## config.mk

```make
export PLATFORM = sky130hd
export DESIGN_NAME = fault_inj_ctrl
export DESIGN_NICKNAME = d
export VERILOG_FILES = /design/src/rtl/fi_pkg.sv /design/src/rtl/fi_mask_gen.sv /design/src/rtl/fault_inj_ctrl.sv
export SDC_FILE = /design/constraint.sdc
export NUM_CORES = 1
export LEC_CHECK = 0
export ABC_CLOCK_PERIOD_IN_PS = 6900
export BUFFER_PORTS_ARGS = -buffer_cell sky130_fd_sc_hd__buf_4
export CAP_MARGIN = 20
export CORE_MARGIN = 2
export CORE_UTILIZATION = 49
export CTS_CLUSTER_DIAMETER = 50
export DETAILED_ROUTE_END_ITERATION = 6
export PLACE_DENSITY = 0.76
export SLEW_MARGIN = 20
export SYNTH_ARGS = -nofsm -noshare
export SYNTH_HDL_FRONTEND = slang
export SYNTH_SLANG_ARGS = --single-unit
```

## constraint.sdc

```tcl
create_clock -name clk -period 6.9 [get_ports clk]
set_input_delay 0.345 -clock clk [delete_from_list [all_inputs] [get_ports clk]]
set_output_delay 0.345 -clock clk [all_outputs]
set_load 0.005 [all_outputs]
```

## src/rtl/fi_pkg.sv

```systemverilog
`default_nettype none
// ============================================================================
//  Module      : fi_pkg
//  Description : Shared types for the fault-injection controller: fault-mode
//                and FSM state encodings plus the state-to-flag decode.
//  Revision    : 1.0 - initial release
// ============================================================================
package fi_pkg;

    // Fault applied to the monitored bus while the fault is active
    typedef enum logic [1:0] {
        MODE_SA0    = 2'd0,
        MODE_SA1    = 2'd1,
        MODE_FLIP   = 2'd2,
        MODE_BRIDGE = 2'd3
    } fault_mode_e;

    // Controller sequencing states
    typedef enum logic [1:0] {
        ST_IDLE   = 2'd0,
        ST_ARMED  = 2'd1,
        ST_ACTIVE = 2'd2,
        ST_DONE   = 2'd3
    } fi_state_e;

    // Status flags, registered alongside the state so outputs come from flops
    typedef struct packed {
        logic ready;
        logic active;
        logic busy;
        logic done;
    } fi_flags_t;

    function automatic fi_flags_t state_flags(input fi_state_e s);
        fi_flags_t f;
        f.ready  = (s == ST_IDLE);
        f.active = (s == ST_ACTIVE);
        f.busy   = (s == ST_ARMED) || (s == ST_ACTIVE);
        f.done   = (s == ST_DONE);
        return f;
    endfunction

endpackage
`default_nettype wire

```

## src/rtl/fi_mask_gen.sv

```systemverilog
`default_nettype none
// ============================================================================
//  Module      : fi_mask_gen
//  Description : Combinational fault overlay. Passes sig_in through untouched
//                unless active, then applies the selected fault to the target
//                bit(s). Out-of-range indices and a degenerate bridge
//                (sel == sel2) leave the bus unchanged.
//  Revision    : 1.0 - initial release
// ============================================================================
module fi_mask_gen
    import fi_pkg::*;
#(
    parameter int W     = 8,
    parameter int SEL_W = $clog2(W)
) (
    input  logic [1:0]       mode,
    input  logic [SEL_W-1:0] sel,
    input  logic [SEL_W-1:0] sel2,
    input  logic             active,
    input  logic [W-1:0]     sig_in,
    output logic [W-1:0]     sig_out
);

    logic w_bit_a;
    logic w_bit_b;
    logic w_a_ok;
    logic w_b_ok;
    logic w_bridge_ok;
    logic w_bridge_val;

    // Look up both bridge operands; an index matches only if it is below W
    always_comb begin
        w_bit_a = 1'b0;
        w_bit_b = 1'b0;
        w_a_ok  = 1'b0;
        w_b_ok  = 1'b0;
        for (int i = 0; i < W; i++) begin
            if (sel == SEL_W'(i)) begin
                w_bit_a = sig_in[i];
                w_a_ok  = 1'b1;
            end
            if (sel2 == SEL_W'(i)) begin
                w_bit_b = sig_in[i];
                w_b_ok  = 1'b1;
            end
        end
    end

    assign w_bridge_ok  = w_a_ok && w_b_ok && (sel != sel2);
    assign w_bridge_val = w_bit_a & w_bit_b;

    generate
        for (genvar gi = 0; gi < W; gi++) begin : g_bit
            localparam logic [SEL_W-1:0] c_idx = SEL_W'(gi);

            logic w_tgt;
            logic w_tgt2;
            logic w_bit;

            assign w_tgt  = (sel == c_idx);
            assign w_tgt2 = (sel2 == c_idx);

            // Per-bit overlay: pass-through unless this bit is a fault target
            always_comb begin
                w_bit = sig_in[gi];
                if (active) begin
                    case (fault_mode_e'(mode))
                        MODE_SA0:    if (w_tgt) w_bit = 1'b0;
                        MODE_SA1:    if (w_tgt) w_bit = 1'b1;
                        MODE_FLIP:   if (w_tgt) w_bit = ~sig_in[gi];
                        MODE_BRIDGE: if (w_bridge_ok && (w_tgt || w_tgt2)) w_bit = w_bridge_val;
                        default:     w_bit = sig_in[gi];
                    endcase
                end
            end

            assign sig_out[gi] = w_bit;
        end
    endgenerate

endmodule
`default_nettype wire

```

## src/rtl/fault_inj_ctrl.sv

```systemverilog
`default_nettype none
// ============================================================================
//  Module      : fault_inj_ctrl
//  Description : Fault-injection controller. Accepts one fault configuration
//                at a time, waits cfg_delay cycles, applies the fault for
//                cfg_dur cycles (0 = until abort), then pulses done.
//  Revision    : 1.0 - initial release
// ============================================================================
module fault_inj_ctrl
    import fi_pkg::*;
#(
    parameter int W     = 8,
    parameter int CNT_W = 16
) (
    input  logic                  clk,
    input  logic                  rst_n,
    input  logic                  cfg_valid,
    output logic                  cfg_ready,
    input  logic [1:0]            cfg_mode,
    input  logic [$clog2(W)-1:0]  cfg_sel,
    input  logic [$clog2(W)-1:0]  cfg_sel2,
    input  logic [CNT_W-1:0]      cfg_delay,
    input  logic [CNT_W-1:0]      cfg_dur,
    input  logic                  abort,
    input  logic [W-1:0]          sig_in,
    output logic [W-1:0]          sig_out,
    output logic                  active,
    output logic                  busy,
    output logic                  done
);

    localparam int               SEL_W = $clog2(W);
    localparam logic [CNT_W-1:0] c_one = CNT_W'(1);

    fi_state_e          r_state;
    fi_flags_t          r_flags;
    logic [CNT_W-1:0]   r_cnt;
    logic [CNT_W-1:0]   r_dur;
    logic [1:0]         r_mode;
    logic [SEL_W-1:0]   r_sel;
    logic [SEL_W-1:0]   r_sel2;

    // Counter holds "cycles remaining minus one" so a full-scale delay or
    // duration fits without an extra bit; it never decrements below zero.
    function automatic logic [CNT_W-1:0] dec_sat(input logic [CNT_W-1:0] v);
        return (v == '0) ? '0 : (v - c_one);
    endfunction

    // Sequencing FSM: IDLE -> (ARMED) -> ACTIVE -> DONE -> IDLE, abortable
    always_ff @(posedge clk or negedge rst_n) begin
        if (!rst_n) begin
            r_state <= ST_IDLE;
            r_flags <= state_flags(ST_IDLE);
            r_cnt   <= '0;
            r_dur   <= '0;
            r_mode  <= '0;
            r_sel   <= '0;
            r_sel2  <= '0;
        end else begin
            case (r_state)
                ST_IDLE: begin
                    // abort is ignored here, so a simultaneous request wins
                    if (cfg_valid) begin
                        r_mode <= cfg_mode;
                        r_sel  <= cfg_sel;
                        r_sel2 <= cfg_sel2;
                        r_dur  <= cfg_dur;
                        if (cfg_delay == '0) begin
                            r_state <= ST_ACTIVE;
                            r_flags <= state_flags(ST_ACTIVE);
                            r_cnt   <= dec_sat(cfg_dur);
                        end else begin
                            r_state <= ST_ARMED;
                            r_flags <= state_flags(ST_ARMED);
                            r_cnt   <= dec_sat(cfg_delay);
                        end
                    end
                end
                ST_ARMED: begin
                    if (abort) begin
                        r_state <= ST_IDLE;
                        r_flags <= state_flags(ST_IDLE);
                    end else if (r_cnt == '0) begin
                        r_state <= ST_ACTIVE;
                        r_flags <= state_flags(ST_ACTIVE);
                        r_cnt   <= dec_sat(r_dur);
                    end else begin
                        r_cnt <= dec_sat(r_cnt);
                    end
                end
                ST_ACTIVE: begin
                    if (abort) begin
                        r_state <= ST_IDLE;
                        r_flags <= state_flags(ST_IDLE);
                    end else if (r_dur != '0) begin
                        // zero duration means permanent: only abort leaves
                        if (r_cnt == '0) begin
                            r_state <= ST_DONE;
                            r_flags <= state_flags(ST_DONE);
                        end else begin
                            r_cnt <= dec_sat(r_cnt);
                        end
                    end
                end
                ST_DONE: begin
                    r_state <= ST_IDLE;
                    r_flags <= state_flags(ST_IDLE);
                end
                default: begin
                    r_state <= ST_IDLE;
                    r_flags <= state_flags(ST_IDLE);
                end
            endcase
        end
    end

    assign cfg_ready = r_flags.ready;
    assign active    = r_flags.active;
    assign busy      = r_flags.busy;
    assign done      = r_flags.done;

    // active clears asynchronously on reset, so the overlay drops at once
    fi_mask_gen #(
        .W     (W),
        .SEL_W (SEL_W)
    ) u_mask_gen (
        .mode    (r_mode),
        .sel     (r_sel),
        .sel2    (r_sel2),
        .active  (r_flags.active),
        .sig_in  (sig_in),
        .sig_out (sig_out)
    );

endmodule
`default_nettype wire

```

==> results.tsv, run 1 <==
metric	value	unit
# hold bufs at CTS	0	
vias in the first global route	4164	
Fill cells	840	
P&R area growth vs syn	11.8	%
dpl cells	718	
Final Hold Viols	0	
CTS Sinks	46	
Worst setup EP type	output pin	
Synth Area per Inst	8.41	um2
CTS tree	done	
fmax	297	MHz
setup TNS	0	ns
Vias	4412	
Rel. slew slack	36.5	%
pwr dens	388	nW/um2
Clk Latency, worst-skew pair	0.30	ns
post-synthesis net count	649	
synth unique cells	67	
critical path arrival	3.02	ns
Post-Syn Area	4770	um2
# IOs	64	
layout cell share with drive strength beyond 1	20.8	%
Reg clk slew, reported paths	0.09	ns
H-tree levels	2	
Worst Clk Skew	0.00424	ns
Required @ worst endpoint	6.55	ns
Routed WL	12800	um
router iterations before antenna repair	5	
Routed wire per std cell	17.7	um
max-cap violations	0	
first-pass GRT wire length	21000	um
CTS resizes	0	
sequential area share after synthesis	24.2	%
Tmin final	3.37	ns
Core Util, Final	57.1	%
Rows	35	
asr flop ratio synth	100	%
cell with the most instances after synthesis	nand2_1	
complex-gate fraction of the synthesized area	19.6	%
Slew Limit Fails	0	
largest area contributor in the netlist	dfrtp_1	
Synth Area in Adders	7.88	%
Worst-Margin Slew	0.953	ns
XOR/XNOR Fraction of Synth Area	9.19	%
synthesized flop and latch total	46	
Initial Utilization	51.1	%
commonest cells in the netlist	nand2_1 (49), dfrtp_1 (45), nor2_1 (35)	
Post-Synth Simple-Gate Area	24.3	%
Cell Area, Placed	5180	um2
clock root buffer	clkbuf_8	
PortBufs	63	
GPL Wtd Cong	0.959	
Worst Setup Start Kind	register	
status	finished clean	
Leakage	2.12	nW
Antenna Nets Post-Route	0	
Hold Crit Class	input pin to asynchronous set/reset pin	
Core ar.	9330	um2
Clock Path Buffers	2	
largest net degree at the start of global routing	47	
Post-CTS Setup Bufs	0	
fin nets	678	
CTS Buf Count	5	
via-per-instance ratio	6.08	
GR Overflow Total	0	
Yosys top cell area share	23.6	%
total global-route track usage	25.2	%
Mapped Cells	567	
mux cell area share after synthesis	8.06	%
Post-synth EDFFs	0	
die extent in y	103	um
post-route clock period utilization	48.8	%
residual DRC count	0	
combinational family with the most area after synthesis	simple AND/OR/NAND/NOR gates	
CP Class	register to output pin	
Final setup viols	0	
Syn. warnings	0	
dominant cells by area after synthesis	dfrtp_1 (24%), ha_1 (7.9%), mux2_2 (5.9%), xor2_1 (5.0%), xnor2_1 (4.2%)	
Die X	103	um
fin cells	726	
main flop type after synthesis	dfrtp_1	
ANT cells	0	
DRT iter0 DRCs	337	
initial antenna violation count	0	
RSZ-0062 raised after global routing	false	
maximum vdd drop	0.162	mV
dpl hpwl	9750	um
Hold Slack	0.0455	ns
crit-path max FO	12	
full die area	10500	um2
design area	5330	um2
[cell families (layout without fill, tap and decap cells)]
family,count (synthesis),in the layout
AOI/OAI and AO/OA,131,131
xor gates and xnor gates,50,50
adders and majority gates,30,30
muxes,34,34
buffers and inverters,68,98
and+or+nand+nor,208,208
DFF,46,46
[through the flow]
step | power, mW | worst slack [ns]
after floorplan | 1.50 | 4.06
after CTS | 2.05 | 3.54
after global routing | 2.24 | 3.36
after detailed placement | 1.80 | 3.87
after global placement | 1.76 | 3.95
final | 2.07 | 3.53
[worst max-delay path, stage by stage, from the launching register on]
cell,delay [ns]
dfrtp_1,0.51
nor3_1,0.42
ha_1,0.22
mux4_2,0.22
o22ai_1,0.07
or4_1,0.65
o21a_1,0.25
a31oi_1,0.23
buf_4,0.15
[placed cells by master (no fill, tap or decap), drive strengths merged, types with 9 or more instances in the layout]
| cell | instances |
|---|---|
| inv | 26 |
| o21ai | 26 |
| xnor2 | 23 |
| buf | 64 |
| mux2 | 25 |
| xor2 | 27 |
| nand4 | 9 |
| dfrtp | 45 |
| a31oi | 10 |
| nor2 | 35 |
| nor4 | 15 |
| nand2b | 10 |
| ha | 30 |
| o22ai | 14 |
| nor3 | 20 |
| a21oi | 18 |
| nand3 | 19 |
| nand2 | 49 |
[registers in the layout (all words and copies together) (netlist names)]
signal,count
done,1
r_dur,16
r_cnt,16
r_mode,2
r_sel,3
active,1
busy,1
cfg_ready,1
r_sel2,3
r_state,2
[metal layers]
layer / up-vias / GRT usage [%] / part of all wire [%]
li1: 2123 / - / -
met1: 2105 / 34.7 / 44
met2: 157 / 40.7 / 47
met3: 27 / 3.39 / 5.6
met4: 0 / 8.82 / 2.9
met5: - / 0 / 0
[final timing paths]
check | slack [ns] | to | depth (start not counted) | start
min in group clk | 0.27 | r_sel2[2] | 2 | cfg_sel2[2]
worst max-delay path | 3.53 | sig_out[1] | 8 | r_sel[0]
max in group asynchronous | 6.44 | r_dur[15] | 1 | rst_n
worst max register to register | 4.03 | r_cnt[1] | 7 | r_state[1]
worst min register to register | 0.48 | cfg_ready | 2 | cfg_ready
worst min-delay path | 0.05 | r_cnt[0] | 1 | rst_n
[layout make-up]
class	count	area, um2	share of cell area (%)
clock buffers	6	82.6	1.55
clock inverters	2	60.1	1.13
inverters	26	97.6	1.83
multi-input cells	453	3290	61.8
flip-flops and latches	46	1150	21.6
well taps	129	161	3.03
repair buffers	64	480	9.02
[power by group]
part | total, mW | internal [mW] | switching (mW)
Clock | 0.251 | 0.155 | 0.0967
Combinational | 1.15 | 0.538 | 0.616
Sequential | 0.660 | 0.402 | 0.258
Total | 2.07 | 1.09 | 0.972
(Power assumes the default switching activity.)
==> run 2: changes to the inputs <==
- ABC_CLOCK_PERIOD_IN_PS: 6900 -> 2800
- PLACE_DENSITY: 0.76 -> 0.78
- clock period: 6.9 -> 2.8 ns (I/O delays scaled with it)
==> run 2 against run 1 <==
- wire length is 0.91% lower
- critical path depth unchanged
- worst hold slack gained 0.018 ns
- global-route usage is 0.14 points higher
- final area up 2.4%
- power rose by 150%
- via count up 2.8%
- register-to-register slack worse by 3.7 ns
- clock power up 67%
- first-iteration DRC count rose by 2.1%
- count of clock-buffer cells in the layout decreased by 1
- clock skew down 0.0011 ns
==> results.tsv, run 2 (same netlist as run 1, synthesis figures left out) <==
metric	value	unit
design area	5460	um2
total global-route track usage	25.3	%
dpl cells	740	
Post-CTS Setup Bufs	0	
Worst Setup Start Kind	register	
die extent in y	103	um
Cell Area, Placed	5350	um2
Final setup viols	0	
Die X	103	um
commonest non-fill, non-tap cell in the layout	buf_4	
residual DRC count	0	
fin nets	701	
pwr dens	932	nW/um2
critical path arrival	2.53	ns
post-route clock period utilization	95.3	%
setup TNS	0	ns
largest net degree at the start of global routing	47	
CP Class	register to output pin	
Required @ worst endpoint	2.66	ns
clock root buffer	clkbuf_8	
H-tree levels	2	
register area	1150	um2
Top Registers	r_cnt (16), r_dur (16)	
multi-input logic area	3300	um2
Initial Utilization	51.1	%
first-pass GRT wire length	21000	um
Clock Path Buffers	2	
fin cells	749	
Tmin final	2.67	ns
Worst-Margin Slew	0.726	ns
Fill cells	835	
via-per-instance ratio	6.06	
Final Total Pwr	5.08	mW
status	finished clean	
CTS Sinks	46	
CP Cell Sequence	nor3_2, ha_1, mux4_2, o22ai_1, or4_4, o21a_1, a31oi_1, buf_4	
maximum vdd drop	0.371	mV
Hold Crit Class	input pin to register	
GPL Wtd Cong	0.944	
Worst setup EP type	output pin	
ANT cells	0	
vias in the first global route	4342	
Worst Clk Skew	0.00315	ns
Vias	4537	
initial antenna violation count	0	
Clk Latency, worst-skew pair	0.30	ns
CP max stage delay	0.55	ns
layout cell share with drive strength beyond 1	23.7	%
PortBufs	63	
full die area	10500	um2
Routed wire per std cell	17.0	um
Final Hold Viols	0	
Antenna Nets Post-Route	0	
crit-path max FO	8	
CTS tree	done	
P&R area growth vs syn	14.5	%
max-cap violations	0	
most frequent cells in the layout	buf_4 (86), nand2_1 (49), dfrtp_1 (45)	
CP max stage cell	or4_4	
CTS Buf Count	5	
cell family with most CP delay	simple AND/OR/NAND/NOR gates	
DP Worst Slack	0.311	ns
DRT iter0 DRCs	344	
Leakage	2.20	nW
Reg clk slew, reported paths	0.09	ns
dpl hpwl	10100	um
Slew Limit Fails	0	
Rows	35	
Routed WL	12700	um
GR Overflow Total	0	
Core ar.	9330	um2
PnR worst setup slack	0.132	ns
RSZ-0062 raised after global routing	false	
Rel. slew slack	51.6	%
Critical path buffers and inverters	1	
fmax	375	MHz
# IOs	64	
router iterations before antenna repair	5	
[run 2: changes by cell type in the layout (fill, tap and decap cells not counted), sizes merged]
cell	delta
bufinv	-2
clkbuf	-1
buf	+22
clkinvlp	+1
dlygate4sd3	+1
clkinv	+2
[run 2: report_power, final]
part	internal [mW]	leakage [nW]	switching [mW]
Clock	0.176	0.0441	0.244
Combinational	1.48	1.61	1.68
Sequential	0.993	0.555	0.510
Total	2.65	2.20	2.43
[run 2: path summary, 6_finish.rpt]
path | cells after the start | from | endpoint | slack [ns]
setup / recovery | 8 | r_sel[0] | sig_out[1] | 0.13
hold / removal | 2 | cfg_sel[2] | r_sel[2] | 0.06
setup reg to reg | 7 | r_state[1] | r_cnt[4] | 0.30
hold reg to reg | 2 | cfg_ready | cfg_ready | 0.48
max in group asynchronous | 2 | rst_n | r_mode[0] | 2.00
min in group asynchronous | 2 | rst_n | r_cnt[9] | 0.38
[run 2: per-layer routing]
layer	part of all wire [%]	GRT usage, %	up-vias
met1	42	32.3	2150
li1	-	-	2176
met5	0	0	-
met2	48	43.4	185
met4	3.1	10.4	0
met3	6.0	3.19	26
[run 2: layout make-up]
type / instances / share of cell area (%)
tap: 129 / 2.96
sequential: 46 / 21.1
timing repair buffer: 87 / 12.0
clock inverter: 3 / 0.390
inverter: 26 / 1.79
clock buffer: 5 / 1.26
multi-input combinational: 453 / 60.5
[run 2: repair_timing]
item,CTS,global route
resized for setup,1,1
gates cloned,0,0
hold buffers,1,0
endpoints found under the setup margin,2,7
endpoints found under the hold margin,45,0
[run 2: stage by stage]
stage,util (%),hold slack [ns]
finish,58.5,0.0638
global route,58.5,0.0579
detailed placement,57.3,0.195
floorplan,-,-0.156
CTS,58.5,0.0599
global placement,57.3,0.182
==> run 3: changes to the inputs <==
- CORE_ASPECT_RATIO: unset -> 0.7
==> run 3 against run 2 <==
- global-route usage rose by 0.70 points
- sequential power rose by 3%
- count of clock-buffer cells in the layout did not move
- largest cell class unchanged
- power rose by 4.8%
- utilization fell by 1.1 points
- critical path depth did not move
- final area rose by 0.76%
- worst setup slack got worse by 0.0078 ns
- flip-flop and latch count did not move
- worst hold slack improved by 0.00099 ns
- register-to-register slack got worse by 0.10 ns
- final cell count fell by 0.53%
==> results.tsv, run 3 (same netlist as run 1, synthesis figures left out) <==
metric	value	unit
Hold Slack	0.0648	ns
ANT cells	0	
Worst Clk Skew	0.00714	ns
Clk Latency, worst-skew pair	0.30	ns
Top Registers	r_cnt (16), r_dur (16)	
Initial Utilization	49.8	%
Hold Path Sink	r_mode[0]	
Final Hold Viols	0	
Hold Crit Class	input pin to register	
Required @ worst endpoint	2.66	ns
layout cell share with drive strength beyond 1	23.5	%
cells on worst reg2reg path	6	
CTS Sinks	46	
first-pass GRT wire length	21600	um
commonest non-fill, non-tap cell in the layout	buf_4	
Final setup viols	0	
Core ar.	9570	um2
largest net degree at the start of global routing	47	
critical path arrival	2.54	ns
Worst setup EP type	output pin	
router iterations before antenna repair	6	
Die X	122	um
Post-CTS Setup Bufs	0	
multi-input logic area	3300	um2
Reg2Reg Setup Slack	0.20	ns
PortBufs	63	
crit-path max FO	8	
Slew Limit Fails	0	
total global-route track usage	26.0	%
fmax	374	MHz
maximum vdd drop	0.374	mV
pwr dens	969	nW/um2
DRT iter0 DRCs	580	
CTS tree	done	
dpl hpwl	10400	um
Fill cells	861	
Reg clk slew, reported paths	0.07	ns
die extent in y	86.5	um
Leakage	2.22	nW
Routed WL	13400	um
Antenna Nets Post-Route	0	
worst hold stages	2	
cell family with most CP delay	simple AND/OR/NAND/NOR gates	
Core Util, Final	57.5	%
P&R area growth vs syn	15.4	%
H-tree levels	2	
full die area	10500	um2
Clock Path Buffers	2	
post-route clock period utilization	95.6	%
capturing point of the worst reg2reg path	r_cnt[14]	
status	finished clean	
CP Cell Sequence	nor3_2, ha_1, mux4_2, o22ai_1, or4_4, mux2_2, a31oi_1, buf_4	
initial antenna violation count	0	
Tmin final	2.68	ns
vias in the first global route	4240	
register area	1150	um2
fin nets	698	
Rel. slew slack	32.4	%
clock root buffer	clkbuf_16	
Worst-Margin Slew	0.989	ns
CP max stage delay	0.55	ns
CP Class	register to output pin	
Vias	4579	
reg2reg start	r_dur[6]	
via-per-instance ratio	6.15	
residual DRC count	0	
CTS Buf Count	5	
GR Overflow Total	0	
CP max stage cell	or4_4	
Routed wire per std cell	17.9	um
Cell Area, Placed	5330	um2
design area	5500	um2
# IOs	64	
GPL Wtd Cong	0.935	
most frequent cells in the layout	buf_4 (83), nand2_1 (49), dfrtp_1 (45)	
Critical path buffers and inverters	1	
min-delay src	cfg_mode[0]	
Rows	30	
Worst Setup Start Kind	register	
max-cap violations	0	
[run 3: changes by cell type in the layout (fill, tap and decap cells not counted), sizes merged]
| cell | delta |
|---|---|
| inv | +3 |
| clkinvlp | -1 |
| clkinv | -2 |
| buf | -3 |
[run 3: cell type report]
cell class                 count  area share (%)
multi-input combinational    453            60.1
inverter                      26            1.77
clock buffer                   5            2.28
timing repair buffer          84            11.5
tap                          128            2.91
clock inverter                 3           0.478
sequential                    46            21.0
[run 3: what timing repair did]
action	CTS	global route
setup endpoints to repair	1	8
hold endpoints to repair	45	0
hold buffers	1	0
gates resized for setup	1	2
[run 3: per-layer routing]
metal	GRT usage, %	vias to the layer above	share of wire (%)
li1	-	2170	-
met1	39.3	2164	47
met2	38.5	222	42
met3	4.41	23	8.9
met4	6.69	0	1.3
met5	0	-	0
[run 3: report_power, final]
group	total [mW]	switching, mW	internal (mW)
Clock	0.621	0.280	0.341
Sequential	1.54	0.543	0.994
Combinational	3.17	1.71	1.46
Total	5.33	2.53	2.80
[run 3: how the worst max path moves through the flow]
stage	start	end	slack, ns	cells after the start
4_1_cts	r_sel[0]	sig_out[2]	0.08	8
6_report	r_sel[0]	sig_out[2]	0.12	8
2_1_floorplan	r_sel[0]	sig_out[2]	0.16	10
3_5_place_dp	cfg_dur[0]	r_cnt[10]	0.21	10
3_3_place_gp	cfg_dur[0]	r_cnt[10]	0.21	10
5_1_grt	r_sel[0]	sig_out[2]	-0.002	8
[run 3: metrics by stage]
stage | power [mW] | instances | setup WS [ns] | setup TNS [ns]
final | 5.33 | 745 | 0.124 | 0
after global routing | 5.73 | 745 | -0.00159 | -0.00159
after CTS | 5.26 | 745 | 0.0755 | 0
after detailed placement | 4.61 | 736 | 0.214 | 0
after global placement | 4.46 | 736 | 0.211 | 0
after floorplan | 3.70 | 567 | 0.161 | 0
